File: src/rtl/shift_unit_arbiter.sv
// shift_unit_arbiter: shares one 16-bit shift datapath (SLL/SRL/SRA) between
// port 0 (ALU) and port 1 (load/store byte-lane alignment).
//   - round-robin grant, valid/ready request handshakes
//   - one-entry registered response stage with backpressure (EMPTY/FULL FSM)
//   - optional saturating grant counters, enabled by defining SHIFT_ARB_STATS_EN
//
// Handshake rule: a transfer happens on a rising clk edge where valid and
// ready are both 1. Ready never depends on the same port's valid beyond
// arbitration: req_ready[i] = slot_free & grant[i], and grant only goes to a
// valid port. rsp_valid/rsp_data/rsp_id/rsp_err stay stable until the
// consumer pops with rsp_ready=1.
//
// Request vectors are packed by port: port i uses req_op[2*i +: 2],
// req_data[DATA_W*i +: DATA_W] and req_shamt[SHAMT_W*i +: SHAMT_W].
// dbg_state (0=EMPTY, 1=FULL) and dbg_rr_ptr expose internal state for checkers.
module shift_unit_arbiter #(
    parameter int DATA_W  = 16,
    parameter int SHAMT_W = 4,
    parameter int CNT_W   = 16
) (
    input  logic                   clk,
    input  logic                   rst_n,
    input  logic [1:0]             req_valid,
    output logic [1:0]             req_ready,
    input  logic [3:0]             req_op,
    input  logic [2*DATA_W-1:0]    req_data,
    input  logic [2*SHAMT_W-1:0]   req_shamt,
    output logic                   rsp_valid,
    input  logic                   rsp_ready,
    output logic [DATA_W-1:0]      rsp_data,
    output logic                   rsp_id,
    output logic                   rsp_err,
`ifdef SHIFT_ARB_STATS_EN
    output logic [CNT_W-1:0]       grant_cnt0,
    output logic [CNT_W-1:0]       grant_cnt1,
`endif
    output logic                   dbg_state,
    output logic                   dbg_rr_ptr
);

    // The shifter covers every shift amount exactly once only when the
    // data width is a power of two matching the shift-amount width.
    if (DATA_W != (1 << SHAMT_W) || CNT_W < 1) begin : g_param_check
        $error("shift_unit_arbiter: DATA_W must equal 2**SHAMT_W and CNT_W must be >= 1");
    end

    localparam logic [1:0] OP_SLL = 2'b00;
    localparam logic [1:0] OP_SRL = 2'b01;
    localparam logic [1:0] OP_SRA = 2'b10;

    typedef enum logic {
        EMPTY = 1'b0,
        FULL  = 1'b1
    } state_t;

    state_t              state_q, state_d;
    logic                rr_ptr_q, rr_ptr_d;
    logic [DATA_W-1:0]   rsp_data_q, rsp_data_d;
    logic                rsp_id_q, rsp_id_d;
    logic                rsp_err_q, rsp_err_d;

    logic [1:0]          grant;
    logic                slot_free;
    logic                accept;
    logic                acc_id;
    logic [1:0]          sel_op;
    logic [DATA_W-1:0]   sel_data;
    logic [SHAMT_W-1:0]  sel_shamt;
    logic [DATA_W-1:0]   shift_res;

    // Arbitration: a lone valid request wins; on contention rr_ptr decides.
    // req_ready is forced low while reset is asserted.
    always_comb begin
        grant = req_valid;
        if (req_valid == 2'b11) begin
            grant = rr_ptr_q ? 2'b10 : 2'b01;
        end
        slot_free = (state_q == EMPTY) | rsp_ready;
        req_ready = (rst_n & slot_free) ? grant : 2'b00;
        accept    = |req_ready;
        acc_id    = req_ready[1];
    end

    // Operand mux and shift datapath for whichever port is granted.
    always_comb begin
        sel_op    = acc_id ? req_op[3:2] : req_op[1:0];
        sel_data  = acc_id ? req_data[2*DATA_W-1:DATA_W] : req_data[DATA_W-1:0];
        sel_shamt = acc_id ? req_shamt[2*SHAMT_W-1:SHAMT_W] : req_shamt[SHAMT_W-1:0];
        case (sel_op)
            OP_SLL:  shift_res = sel_data << sel_shamt;
            OP_SRL:  shift_res = sel_data >> sel_shamt;
            OP_SRA:  shift_res = $unsigned($signed(sel_data) >>> sel_shamt);
            default: shift_res = sel_data;
        endcase
    end

    // Next-state for the response slot, round-robin pointer and held result.
    always_comb begin
        state_d    = state_q;
        rr_ptr_d   = rr_ptr_q;
        rsp_data_d = rsp_data_q;
        rsp_id_d   = rsp_id_q;
        rsp_err_d  = rsp_err_q;
        if (accept) begin
            state_d    = FULL;
            rr_ptr_d   = ~acc_id;
            rsp_data_d = shift_res;
            rsp_id_d   = acc_id;
            rsp_err_d  = (sel_op == 2'b11);
        end else if (state_q == FULL && rsp_ready) begin
            state_d = EMPTY;
        end
    end

    // Response slot and pointer registers; reset discards any held result.
    always_ff @(posedge clk or negedge rst_n) begin
        if (!rst_n) begin
            state_q    <= EMPTY;
            rr_ptr_q   <= 1'b0;
            rsp_data_q <= '0;
            rsp_id_q   <= 1'b0;
            rsp_err_q  <= 1'b0;
        end else begin
            state_q    <= state_d;
            rr_ptr_q   <= rr_ptr_d;
            rsp_data_q <= rsp_data_d;
            rsp_id_q   <= rsp_id_d;
            rsp_err_q  <= rsp_err_d;
        end
    end

    assign rsp_valid  = (state_q == FULL);
    assign rsp_data   = rsp_data_q;
    assign rsp_id     = rsp_id_q;
    assign rsp_err    = rsp_err_q;
    assign dbg_state  = state_q;
    assign dbg_rr_ptr = rr_ptr_q;

`ifdef SHIFT_ARB_STATS_EN
    logic [CNT_W-1:0] cnt0_q, cnt0_d;
    logic [CNT_W-1:0] cnt1_q, cnt1_d;

    // Saturating per-port accept counters; they never wrap.
    always_comb begin
        cnt0_d = cnt0_q;
        cnt1_d = cnt1_q;
        if (accept && !acc_id && cnt0_q != {CNT_W{1'b1}}) begin
            cnt0_d = cnt0_q + 1'b1;
        end
        if (accept && acc_id && cnt1_q != {CNT_W{1'b1}}) begin
            cnt1_d = cnt1_q + 1'b1;
        end
    end

    // Counter registers, cleared only by reset.
    always_ff @(posedge clk or negedge rst_n) begin
        if (!rst_n) begin
            cnt0_q <= '0;
            cnt1_q <= '0;
        end else begin
            cnt0_q <= cnt0_d;
            cnt1_q <= cnt1_d;
        end
    end

    assign grant_cnt0 = cnt0_q;
    assign grant_cnt1 = cnt1_q;
`endif

endmodule

File: config.mk
export PLATFORM = sky130hd
export DESIGN_NAME = shift_unit_arbiter
export DESIGN_NICKNAME = d
export VERILOG_FILES = /design/src/rtl/shift_unit_arbiter.sv
export SDC_FILE = /design/constraint.sdc
export NUM_CORES = 1
export LEC_CHECK = 0
export CORE_MARGIN = 3
export CORE_UTILIZATION = 55
export DETAILED_ROUTE_END_ITERATION = 12
export GPL_TIMING_DRIVEN = 1
export HOLD_SLACK_MARGIN = 0.1
export PLACE_DENSITY = 0.87
export SLEW_MARGIN = 15
export SYNTH_ARGS = -nofsm -noshare
export SYNTH_HDL_FRONTEND = slang
export SYNTH_SLANG_ARGS = --single-unit
File: constraint.sdc
create_clock -name clk -period 5.6 [get_ports clk]
set_clock_uncertainty 0.15 [all_clocks]
set_input_delay 1.12 -clock clk [delete_from_list [all_inputs] [get_ports clk]]
set_output_delay 1.12 -clock clk [all_outputs]
set_load 0.01 [all_outputs]
==> flow_summary.ini <==
[die]
die_area_sq_um = 8170
initial_utilization = 0.573
die_h_um = 90.4
std_cell_rows = 30
core_area_sq_um = 6830
die-width_um = 90.4
num_io_pins = 72

[power_and_ir_drop]
power.density_nw_per_um2 = 189
max-vdd-ir-drop_mv = 0.188
p_leak_uw = 0.00187

[final_layout]
final_cell_count_no_fill = 626
drive_above_1_share = 0.128
final_cell_area_sq_um = 4640
fill_cells = 584
regArea_sq_um = 500
antenna_cells = 0
multiInputGateArea_sq_um = 3160
area.growth.synth_to_final_pct = 18.6
fin_nets = 580

[placed_design]
placed_cells = 622
placed_cell_area_sq_um = 4590
place_congestion = 1.02
hpwl_mm = 11.7
io_buffers = 71

[grt]
antenna_found_initial = 0
overflow = 0
grt_pass1_wl_mm = 24.2
grt_usage = 0.376
first_global_vias = 4230
grt_max_degree = 60

[clocking]
clk_latency_ns = 0.27
clk_pin_slew_ns = 0.08
cts_root_buf = clkbuf_8
hold_buffers = 0
cts_tree = yes
clk_path_buf_depth = 2
cts_resized = 0
h-tree-depth = 1
cts_sinks = 20
numCtsBuffers = 3
post-cts-setup-buffers = 0

[drt]
drt_iter0_drc = 645
vias = 4539
drc = 0
firstDrtPassIters = 5
viasPerCell = 7.25
wirelength_mm = 15.8
wl_per_cell_um = 25.3
ant_nets = 0

[logic_synthesis]
async_flop_share = 1.00
synthTopCellsByArea = mux2i_1, dfrtp_1, mux4_2, mux2_2, nor2_1
ys_seq_elements = 20
synth_edf_count = 0
yosysWarnings = 0
syn_area_per_cell_sq_um = 7.99
synth_nets = 539
syn_inst = 490
ys_seq_area_frac = 0.128
syn_area_sq_um = 3920
yosysTopAreaCell = mux2i_1
synth.top_cell.area_share = 0.207
yosysUniqueCellTypes = 55
synth_flop_cell = dfrtp_1

[timing]
timing.fmax_mhz = 210
fin_crit_sh = 0.849
final.setup.tns_ns = 0
maxSlewViolCount = 0
max_slew_margin = 0.229
period_minus_slack_ns = 4.75
final-hold-violation-count = 0
grt_setup_unrepaired = false
setup_viol = 0
tightest_slew_ns = 1.15

[worst_setup_path]
path_class = in2out
crit_required_ns = 4.33
start_kind = primary input
endpoint_kind = primary output
worstRegToRegCells = 8
cp_max_fo = 24
crit_arrival_ns = 3.48

[min_path]
worstHoldPathType = reg2reg
hold_depth = 2

[run_status]
status = finished clean

[run]
maxCapViolCount = 0
[power breakdown]
part           leakage (uW)  switching [uW]  internal [uW]
combinational       0.00160             306            249
sequential         0.000240            24.0            181
clock             0.0000288            54.4           62.8
total               0.00187             384            493
[metal layers]
| layer | share of wire | GRT usage |
|---|---|---|
| met2 | 0.45 | 0.586 |
| met1 | 0.38 | 0.497 |
| met4 | 0.055 | 0.171 |
| met5 | 0 | 0 |
| met3 | 0.11 | 0.0875 |
[layout by cell type, fill, tap and decap left out, types with 16 or more instances in the layout]
master | Yosys | layout
a21oi_1 | 29 | 29
clkdlybuf4s50_1 | 0 | 69
dfrtp_1 | 20 | 20
mux2_2 | 21 | 21
mux2i_1 | 81 | 80
mux4_2 | 21 | 21
nand2_1 | 43 | 43
nand3_1 | 16 | 16
nor2_1 | 51 | 51
nor3_1 | 16 | 16
o21ai_0 | 34 | 34
[through the flow]
step | hold WS [ns] | worst slack [ns] | power [uW] | utilization
detailed placement | 0.332 | 0.871 | 744 | 0.672
global placement | 0.333 | 0.982 | 738 | 0.672
CTS | 0.350 | 0.836 | 861 | 0.680
global route | 0.371 | 0.652 | 913 | 0.680
finish | 0.341 | 0.848 | 877 | 0.680
floorplan | 0.365 | 2.09 | 519 | -
[worst paths after layout]
check | start | to | slack (ns)
max in group asynchronous | rst_n | rsp_data[4] | 3.83
min in group asynchronous | rst_n | dbg_rr_ptr | 0.90
setup / recovery | rst_n | req_ready[0] | 0.85
hold reg to reg | rsp_id | rsp_id | 0.34
hold / removal | rsp_id | rsp_id | 0.34
setup reg to reg | dbg_rr_ptr | rsp_data[4] | 2.25
[logic make-up (layout without fill, tap and decap cells)]
kind of cell | count (synthesis) | in the layout | synth area share
flip-flops | 20 | 20 | 0.128
AO/OA/AOI/OAI | 134 | 134 | 0.226
multiplexers | 123 | 123 | 0.388
buffers and inverters | 53 | 93 | 0.0662
AND/OR/NAND/NOR | 160 | 160 | 0.192
[cell type report]
| class | count | share of cell area |
|---|---|---|
| Multi-Input combinational cell | 417 | 0.680 |
| Timing Repair Buffer | 81 | 0.167 |
| Tap cell | 96 | 0.0259 |
| Clock buffer | 4 | 0.0119 |
| Sequential cell | 20 | 0.108 |
| Inverter | 8 | 0.00701 |
[synthesized netlist by cell type (3+ instances only)]
| master | number |
|---|---|
| nor2b_1 | 4 |
| inv_1 | 5 |
| o21ai_0 | 34 |
| buf_4 | 8 |
| dfrtp_1 | 20 |
| o31ai_1 | 3 |
| nand3_1 | 16 |
| buf_2 | 21 |
| a211oi_1 | 8 |
| mux2_2 | 21 |
| or3_1 | 6 |
| nand2b_1 | 6 |
| and2_1 | 4 |
| nor3_1 | 16 |
| o221ai_1 | 3 |
| clkbuf_1 | 14 |
| nand3b_1 | 4 |
| a311oi_1 | 3 |
| and3_1 | 5 |
| nor2_1 | 51 |
| o211ai_1 | 9 |
| nand4_1 | 3 |
| o22ai_1 | 4 |
| mux2i_1 | 81 |
| mux4_2 | 21 |
| a21oi_1 | 29 |
| nand2_1 | 43 |
| a31oi_1 | 10 |
[registers in the layout, indices dropped and copies added, names as in the netlist]
name        count
dbg_rr_ptr      1
rsp_err         1
rsp_data       16
dbg_state       1
rsp_id          1
[critical path: stages]
cell	delay, ns
clkdlybuf4s50_1	0.58
buf_4	0.35
nand4_1	0.49
inv_2	0.35
clkdlybuf4s50_1	0.59
No activity file was read; power rests on OpenSTA's default activity.
